--- src/rtl/alu_seq_pkg.sv ---
// alu_seq_pkg: op codes, FSM state type and the single-cycle ALU result
// function shared by alu_seq and its multiplier.
package alu_seq_pkg;

  // Widest datapath supported by the shared result function.
  localparam int unsigned ALU_MAX_W   = 64;
  localparam int unsigned ALU_MAX_SHW = 6;

  localparam logic [3:0] OP_ZERO = 4'b0000;
  localparam logic [3:0] OP_ADD  = 4'b0001;
  localparam logic [3:0] OP_AND  = 4'b0010;
  localparam logic [3:0] OP_OR   = 4'b0011;
  localparam logic [3:0] OP_XOR  = 4'b0100;
  localparam logic [3:0] OP_SLL  = 4'b0101;
  localparam logic [3:0] OP_SRL  = 4'b0110;
  localparam logic [3:0] OP_SUB  = 4'b1000;
  localparam logic [3:0] OP_SLT  = 4'b1001;
  localparam logic [3:0] OP_SLTU = 4'b1010;
  localparam logic [3:0] OP_SRA  = 4'b1011;
  localparam logic [3:0] OP_MULU = 4'b1100;

  typedef enum logic [1:0] {
    ST_IDLE,
    ST_MUL,
    ST_DONE
  } state_t;

  typedef struct packed {
    logic [ALU_MAX_W-1:0] y;
    logic                 ovf;
  } alu_res_t;

  // Bit w-1 of v, i.e. the sign bit of a w-wide operand.
  function automatic logic msb_at(input logic [ALU_MAX_W-1:0] v, input int w);
    logic [ALU_MAX_W-1:0] t;
    t = v >> (w - 1);
    return t[0];
  endfunction

  // Single-cycle result for a w-wide datapath. Operands arrive zero-extended
  // to ALU_MAX_W; the result is masked back to w bits. MULU and all unused
  // codes yield zero here.
  function automatic alu_res_t alu_result(
    input logic [3:0]             op,
    input logic [ALU_MAX_W-1:0]   a,
    input logic [ALU_MAX_W-1:0]   b,
    input logic [ALU_MAX_SHW-1:0] sh,
    input int                     w
  );
    logic [ALU_MAX_W-1:0] mask;
    logic [ALU_MAX_W-1:0] bn;
    logic [ALU_MAX_W-1:0] ax;
    logic [ALU_MAX_W-1:0] bx;
    logic [ALU_MAX_W-1:0] sum;
    logic                 lt;
    alu_res_t             r;
    mask = (w >= int'(ALU_MAX_W)) ? '1 : ((ALU_MAX_W'(1) << w) - ALU_MAX_W'(1));
    ax   = msb_at(a, w) ? (a | ~mask) : a;
    bx   = msb_at(b, w) ? (b | ~mask) : b;
    bn   = ~b & mask;
    sum  = '0;
    lt   = 1'b0;
    r    = '0;
    case (op)
      OP_ADD: begin
        sum   = (a + b) & mask;
        r.y   = sum;
        r.ovf = (msb_at(a, w) == msb_at(b, w)) && (msb_at(sum, w) != msb_at(a, w));
      end
      OP_SUB: begin
        sum   = (a + bn + ALU_MAX_W'(1)) & mask;
        r.y   = sum;
        r.ovf = (msb_at(a, w) == msb_at(bn, w)) && (msb_at(sum, w) != msb_at(a, w));
      end
      OP_AND: r.y = a & b;
      OP_OR:  r.y = a | b;
      OP_XOR: r.y = a ^ b;
      OP_SLL: r.y = (a << sh) & mask;
      OP_SRL: r.y = a >> sh;
      OP_SRA: begin
        // Shift kept in its own statement so the signed context is not lost
        // to the unsigned mask.
        sum = $signed(ax) >>> sh;
        r.y = sum & mask;
      end
      OP_SLT: begin
        lt  = $signed(ax) < $signed(bx);
        r.y = {{(ALU_MAX_W-1){1'b0}}, lt};
      end
      OP_SLTU: begin
        lt  = a < b;
        r.y = {{(ALU_MAX_W-1){1'b0}}, lt};
      end
      default: r = '0;
    endcase
    return r;
  endfunction

endpackage

--- src/rtl/alu_seq_mul.sv ---
// alu_seq_mul: iterative shift-add unsigned multiplier, one bit per cycle.
// The product of a*b appears on {hi, lo} after WIDTH steps.
module alu_seq_mul
  import alu_seq_pkg::*;
#(
  parameter int WIDTH = 32
) (
  input  logic             clk,
  input  logic             reset,
  input  logic             load,
  input  logic [WIDTH-1:0] a,
  input  logic [WIDTH-1:0] b,
  output logic             busy,
  output logic [WIDTH-1:0] lo,
  output logic [WIDTH-1:0] hi
);

  localparam int CW = $clog2(WIDTH) + 1;

  logic [WIDTH-1:0] mcand;
  logic [WIDTH-1:0] acc_hi;
  logic [WIDTH-1:0] acc_lo;
  logic [CW-1:0]    count;
  logic [WIDTH:0]   sum;
  logic [WIDTH-1:0] hi_next;
  logic [WIDTH-1:0] lo_next;

  // One shift-add step: conditional add into the high half, carry kept,
  // then the whole accumulator shifts right by one.
  always_comb begin
    sum     = {1'b0, acc_hi} + (acc_lo[0] ? {1'b0, mcand} : '0);
    hi_next = sum[WIDTH:1];
    lo_next = {sum[0], acc_lo[WIDTH-1:1]};
  end

  // busy drops during the final step and lo/hi already show that step's
  // outcome, so the caller captures the product on the edge the last step
  // retires instead of one cycle later.
  assign busy = (count > CW'(1));
  assign lo   = (count != '0) ? lo_next : acc_lo;
  assign hi   = (count != '0) ? hi_next : acc_hi;

  // Operand capture on load, then one step per cycle until the counter empties.
  always_ff @(posedge clk or negedge reset) begin
    if (!reset) begin
      mcand  <= '0;
      acc_hi <= '0;
      acc_lo <= '0;
      count  <= '0;
    end else if (load) begin
      mcand  <= a;
      acc_hi <= '0;
      acc_lo <= b;
      count  <= CW'(WIDTH);
    end else if (count != '0) begin
      acc_hi <= hi_next;
      acc_lo <= lo_next;
      count  <= count - CW'(1);
    end
  end

endmodule

--- src/rtl/alu_seq.sv ---
// alu_seq: sequential ALU with registered result, zero/overflow flags and a
// start/busy/done handshake. Define ALU_SEQ_MUL_EN to build the iterative
// MULU multiplier; without it MULU decodes as ZERO and busy is tied low.
module alu_seq
  import alu_seq_pkg::*;
#(
  parameter int WIDTH = 32,
  parameter int SHW   = $clog2(WIDTH)
) (
  input  logic             clk,
  input  logic             reset,
  input  logic             start,
  input  logic [3:0]       select,
  input  logic [WIDTH-1:0] data_a,
  input  logic [WIDTH-1:0] data_b,
  output logic             busy,
  output logic             done,
  output logic [WIDTH-1:0] y,
  output logic [WIDTH-1:0] y_hi,
  output logic             zero,
  output logic             overflow
);

  state_t                 state;
  alu_res_t               res;
  logic [ALU_MAX_SHW-1:0] shamt;
  logic [WIDTH-1:0]       y_next;
  logic                   ovf_next;

  assign shamt = ALU_MAX_SHW'(data_b[SHW-1:0]);

  // Single-cycle datapath evaluated on the live inputs; its result is
  // registered on the accepting start edge, which latches the operands.
  always_comb begin
    res      = alu_result(select, ALU_MAX_W'(data_a), ALU_MAX_W'(data_b), shamt, WIDTH);
    y_next   = WIDTH'(res.y);
    ovf_next = res.ovf;
  end

`ifdef ALU_SEQ_MUL_EN
  logic             mul_load;
  logic             mul_busy;
  logic [WIDTH-1:0] mul_lo;
  logic [WIDTH-1:0] mul_hi;

  assign mul_load = (state == ST_IDLE) && start && (select == OP_MULU);

  alu_seq_mul #(
    .WIDTH(WIDTH)
  ) u_mul (
    .clk  (clk),
    .reset(reset),
    .load (mul_load),
    .a    (data_a),
    .b    (data_b),
    .busy (mul_busy),
    .lo   (mul_lo),
    .hi   (mul_hi)
  );
`else
  assign busy = 1'b0;
`endif

  // Control FSM and output registers.
  always_ff @(posedge clk or negedge reset) begin
    if (!reset) begin
      state    <= ST_IDLE;
      y        <= '0;
      y_hi     <= '0;
      zero     <= 1'b1;
      overflow <= 1'b0;
      done     <= 1'b0;
`ifdef ALU_SEQ_MUL_EN
      busy     <= 1'b0;
`endif
    end else begin
      done <= 1'b0;
      case (state)
        ST_IDLE: begin
          if (start) begin
`ifdef ALU_SEQ_MUL_EN
            if (select == OP_MULU) begin
              busy  <= 1'b1;
              state <= ST_MUL;
            end else
`endif
            begin
              y        <= y_next;
              y_hi     <= '0;
              zero     <= (y_next == '0);
              overflow <= ovf_next;
              done     <= 1'b1;
              state    <= ST_DONE;
            end
          end
        end
        ST_MUL: begin
`ifdef ALU_SEQ_MUL_EN
          if (!mul_busy) begin
            y        <= mul_lo;
            y_hi     <= mul_hi;
            zero     <= (mul_lo == '0);
            overflow <= 1'b0;
            busy     <= 1'b0;
            done     <= 1'b1;
            state    <= ST_DONE;
          end
`else
          state <= ST_IDLE;
`endif
        end
        ST_DONE: state <= ST_IDLE;
        default: state <= ST_IDLE;
      endcase
    end
  end

endmodule

--- config.mk ---
export PLATFORM = sky130hd
export DESIGN_NAME = alu_seq
export DESIGN_NICKNAME = d
export VERILOG_FILES = /design/src/rtl/alu_seq_pkg.sv /design/src/rtl/alu_seq_mul.sv /design/src/rtl/alu_seq.sv
export SDC_FILE = /design/constraint.sdc
export NUM_CORES = 1
export LEC_CHECK = 0
export BUFFER_PORTS_ARGS = -buffer_cell sky130_fd_sc_hd__buf_2
export CORE_ASPECT_RATIO = 1.4
export CORE_MARGIN = 2
export CORE_UTILIZATION = 62
export CTS_BUF_LIST = sky130_fd_sc_hd__clkbuf_16
export DETAILED_ROUTE_END_ITERATION = 8
export PLACE_DENSITY = 0.95
export SLEW_MARGIN = 20
export SYNTH_ARGS = -nofsm -noshare
export SYNTH_HDL_FRONTEND = slang
export SYNTH_HIERARCHICAL = 1
export SYNTH_SLANG_ARGS = --single-unit
--- constraint.sdc ---
create_clock -name clk -period 3.3 [get_ports clk]
set_input_delay 0.165 -clock clk [delete_from_list [all_inputs] [get_ports clk]]
set_output_delay 0.165 -clock clk [all_outputs]
set_load 0.01 [all_outputs]
==> results of run 1 <==
## cells in the mapped netlist (all sizes together) (15+ instances only)
master,n,area [um^2]
nor3,41,210.2
nand3,32,160.2
a21oi,131,655.6
clkbuf,99,371.6
ha,98,1226
a211oi,23,172.7
nand4,26,162.7
a31oi,23,150.1
mux4,74,1667
dfrtp,35,875.8
mux2i,48,480.5
buf,82,551.8
inv,103,386.6
nand2b,19,118.9
o21bai,18,135.1
nor2,125,469.2
mux2,16,180.2
o31ai,16,120.1
a21o,15,112.6
nor4,15,93.84
nor2b,20,125.1
o211ai,37,277.8
nand2,187,701.9
o21ai,93,465.4
## cell families after synthesis
kind of cell    count (synthesis)
compound gates                525
flops                          36
mux                           138
other cells                     1
simple gates                  545
buf+inv                       286
xor+xnor                       16
fa+ha+maj                     100
## through the flow
step	area (um^2)	util, %
3_5_place_dp	16080	83.69
3_3_place_gp	16080	83.69
4_1_cts	16710	86.96
2_1_floorplan	12520	-
## routing by layer
| layer | overflow | global-route usage (%) |
|---|---|---|
| met5 | 9 | 63.75 |
| met4 | 186 | 96.25 |
| met3 | 49 | 78.73 |
| met2 | 449 | 106.0 |
| met1 | 38 | 85.70 |
## what timing repair did
action	in CTS
setup endpoints to repair	7
pin swaps	22
hold buffers	1
resized for setup	75
setup buffers	13
endpoints found under the hold margin	35
==> flow_metrics.env, run 1 <==
export IMPL_ys_warn_count=6
export IMPL_synthXorXnorAreaFrac_pct=1.153
export IMPL_synth_edf_count=0
export IMPL_dieWidth_um=122.3
export IMPL_synth_top_family_by_area="compound AO/OA/AOI/OAI gates"
export IMPL_ys_flop_type="dfrtp_1"
export IMPL_syn_area_um2=12150
export IMPL_port_buffers=105
export IMPL_haltStage="5_1_grt"
export IMPL_place_hpwl_um=53270
export IMPL_start_util_pct=63.22
export IMPL_die_h_um=169.6
export IMPL_status="did not finish"
export IMPL_grt_max_degree=49
export IMPL_cts_root_buf="clkbuf_16"
export IMPL_ys_ff_latch=36
export IMPL_overflow=731
export IMPL_placed_cells=2333
export IMPL_synth_adder_area_share_pct=10.42
export IMPL_clk_path_buf_depth=2
export IMPL_grt_pass1_vias=22510
export IMPL_cts_sinks=36
export IMPL_syn_inst=1647
export IMPL_pre_cts_ws_ps=-985.0
export IMPL_grt_pass1_wl_um=144300
export IMPL_gr_usage_all_layers_pct=90.98
export IMPL_synth_compound_area_share_pct=29.18
export IMPL_cts_max_level=2
export IMPL_num_io_pins=139
export IMPL_yosys_mux_area_fraction_pct=19.15
export IMPL_synth_distinct_cells=90
export IMPL_syn_area_per_cell_um2=7.377
export IMPL_error="[ERROR GRT-0116] Global routing finished with congestion. Check the congestion regions in the DRC Viewer."
export IMPL_numCtsBuffers=5
export IMPL_synthSimpleGateAreaFrac_pct=21.79
export IMPL_synthArstFlopShare_pct=100.0
export IMPL_place_gp_congestion=1.463
export IMPL_num_rows=60
export IMPL_seq_area_frac_synth_pct=7.425
==> run 2: changes to the inputs <==
--- a/config.mk
+++ b/config.mk
@@ -6,12 +6,10 @@
 export NUM_CORES = 1
 export LEC_CHECK = 0
 export BUFFER_PORTS_ARGS = -buffer_cell sky130_fd_sc_hd__buf_2
-export CORE_ASPECT_RATIO = 1.4
 export CORE_MARGIN = 2
-export CORE_UTILIZATION = 62
-export CTS_BUF_LIST = sky130_fd_sc_hd__clkbuf_16
+export CORE_UTILIZATION = 40
 export DETAILED_ROUTE_END_ITERATION = 8
-export PLACE_DENSITY = 0.95
+export PLACE_DENSITY_LB_ADDON = 0.15
 export SLEW_MARGIN = 20
 export SYNTH_ARGS = -nofsm -noshare
 export SYNTH_HDL_FRONTEND = slang
==> flow_metrics.env, run 2 <==
export IMPL_required_ps=3510
export IMPL_syn_area_per_cell_um2=7.377
export IMPL_die_h_um=178.3
export IMPL_ant_nets=0
export IMPL_num_io_pins=139
export IMPL_dieWidth_um=178.3
export IMPL_start_util_pct=40.78
export IMPL_slew_violations=0
export IMPL_wl_per_cell_um=26.06
export IMPL_synth_commonest_cells="187 x nand2_1, 131 x a21oi_1, 125 x nor2_1"
export IMPL_hold_end="y[24]"
export IMPL_rsz0062_at_grt="yes"
export IMPL_timing_final_crit_period_ps=3609
export IMPL_fin_tns_setup_ps=-308.8
export IMPL_cp_depth=16
export IMPL_viasPerCell=6.342
export IMPL_power_mw=4.089
export IMPL_die_area_um2=31790
export IMPL_cp_data_arrival_time_ps=3820
export IMPL_netlist_top_cells_area="mux4_2 14%, ha_1 10%, dfrtp_1 7.2%"
export IMPL_yosysMostFrequentCell="nand2_1"
export IMPL_vias=16470
export IMPL_crit_path_end_kind="register"
export IMPL_max_stage_delay_ps=530
export IMPL_gr_usage_all_layers_pct=42.09
export IMPL_cts_sinks=36
export IMPL_ys_ff_latch=36
export IMPL_violations="setup timing"
export IMPL_top_layer_used="met4"
export IMPL_syn_inst=1647
export IMPL_diodes=0
export IMPL_nFillCells=2891
export IMPL_nNetsFinal=2376
export IMPL_wl_met1_um=27180
export IMPL_worst_slew_pin_slew_ps=987.3
export IMPL_hold_depth=2
export IMPL_r2r_cells=11
export IMPL_hold_start="y[24]"
export IMPL_seq_area_frac_synth_pct=7.425
export IMPL_layout_cells_non_filler=2596
export IMPL_layout_common_cells="575 x buf_4, 187 x nand2_1, 124 x nor2_1"
export IMPL_clk_latency_ps=280
export IMPL_status="finished with violations"
export IMPL_port_buffers=105
export IMPL_numCtsBuffers=5
export IMPL_power_density_nw_per_um2=229.7
export IMPL_place_gp_congestion=1.091
export IMPL_synthArstFlopShare_pct=100.0
export IMPL_area_growth_pct=46.49
export IMPL_largest_reg_flops=32
export IMPL_clkTransAtPathRegs_ps=50
export IMPL_multi_input_area_um2=10640
export IMPL_cp_max_fo=4
export IMPL_ys_flop_type="dfrtp_1"
export IMPL_wl_met2_um=29680
export IMPL_worst_r2r_endpoint="zero"
export IMPL_max_cap_violations=0
export IMPL_finalWorstSetupSlack_ps=-308.8
export IMPL_worstHoldPathType="reg -> reg"
export IMPL_drtIter0Drc=2027
export IMPL_path_buf_inv=4
export IMPL_wl_met3_um=6799
export IMPL_max_slew_margin_pct=34.04
export IMPL_finalHoldViolCount=0
export IMPL_cp_start_kind="input port"
export IMPL_final_common_cell="buf_4"
export IMPL_cts_tree="yes"
export IMPL_pre_cts_ws_ps=-1167
export IMPL_p_leak_nw=8.290
export IMPL_clk_path_buf_depth=2
export IMPL_cts_max_level=2
export IMPL_drive_gt1_share_pct=41.25
export IMPL_grt_pass1_wl_um=99060
export IMPL_synth_distinct_cells=90
export IMPL_grt_max_degree=49
export IMPL_grt_pass1_vias=15660
export IMPL_critPathKind="in -> reg"
export IMPL_synth_top_cell_area_share_pct=13.72
export IMPL_crit_chain="buf_2, buf_4, ha_1, or2_2, a32oi_2, buf_4, o211ai_1, nor4_2, buf_4, nand3b_1, nor3b_2, o2111ai_2, nor4_4, nand4_1, or4_1, o21ai_1"
export IMPL_yosysTopAreaCell="mux4_2"
export IMPL_antenna_found_initial=2
export IMPL_num_rows=63
export IMPL_ir_drop_v=0.0001311
export IMPL_period_share_pct=109.4
export IMPL_syn_area_um2=12150
export IMPL_cp_top_family="simple AND/OR/NAND/NOR gates"
export IMPL_drtPass1Iterations=6
export IMPL_slowest_stage="or4_1"
export IMPL_drc=0
export IMPL_overflow=0
export IMPL_ys_warn_count=6
export IMPL_setup_viol=1
export IMPL_worstReg2RegStart="state[1]"
export IMPL_core_region_area_um2=29800
export IMPL_synth_edf_count=0
export IMPL_wirelength_um=67660
export IMPL_ff_latch_area_um2=902.1
export IMPL_cts_root_buf="clkbuf_16"
export IMPL_placed_cells=2564
export IMPL_place_hpwl_um=56330
export IMPL_clock_fmax_ghz=0.2771
export IMPL_largest_register="y"
export IMPL_cpMostUsedCell="buf_4"
export IMPL_finClkSkew_ps=3.292
export IMPL_reg2reg_slack_ps=150
==> run 2: cell counts after synthesis <==
No cell type changed its count.
==> run 2: routing by layer <==
metal	vias to the layer above	track usage [%]
met2	1087	66.73
met4	0	19.78
met3	225	6.799
met5	-	0
li1	7241	-
met1	7912	55.88
==> run 2: area by class of cell <==
type	count	share of cell area [%]
Sequential cell	36	5.068
Timing Repair Buffer	700	29.31
Multi-Input combinational cell	1357	59.76
Inverter	105	2.285
Clock inverter	2	0.05623
Clock buffer	6	0.7803
Tap cell	390	2.741
==> run 2: timing repair <==
action                                 CTS  global route
gates cloned                             1             0
pin swaps                               18             7
endpoints found under the hold margin   35             0
gates resized for setup                 87            23
setup endpoints to repair                4             5
setup buffers                           17             6
hold buffers                             1             0
==> run 2: worst max path at each step <==
| stage | from | slack [ps] | endpoint |
|---|---|---|---|
| 6_report | data_a[11] | -310 | zero |
| 5_1_grt | data_a[0] | -380 | zero |
| 4_1_cts | data_a[0] | -200 | zero |
| 3_5_place_dp | data_b[0] | -1170 | zero |
| 3_3_place_gp | data_b[0] | -1210 | zero |
| 2_1_floorplan | data_b[2] | -290 | zero |
==> run 2: cell families after synthesis <==
kind of cell | Yosys count | synth area share [%]
other cells | 1 | 0.03086
xor+xnor | 16 | 1.153
compound gates | 525 | 29.18
buf+inv | 286 | 10.84
fa+ha+maj | 100 | 10.42
simple gates | 545 | 21.79
flops | 36 | 7.425
mux | 138 | 19.15
==> run 2: tightest hold or removal path, delay by kind of cell (launching register included) <==
| family | cells | cell delay, ps |
|---|---|---|
| flip-flops | 1 | 330 |
| AND/OR/NAND/NOR | 2 | 100 |
==> run 2: report_power, final <==
group | switching, mW | internal, mW | leakage, nW
Combinational | 1.67 | 1.40 | 7.76
Sequential | 0.0329 | 0.516 | 0.451
Clock | 0.166 | 0.297 | 0.0766
Total | 1.87 | 2.22 | 8.29
==> run 2: stage by stage <==
stage	area, um^2	hold slack [ps]	util, %
finish	17800	464.6	59.74
global route	17800	488.4	59.74
CTS	17670	468.5	59.30
detailed placement	16950	284.8	56.89
global placement	16950	266.6	56.89
floorplan	12520	-130.6	-
Power figures use the tool's default switching activity.
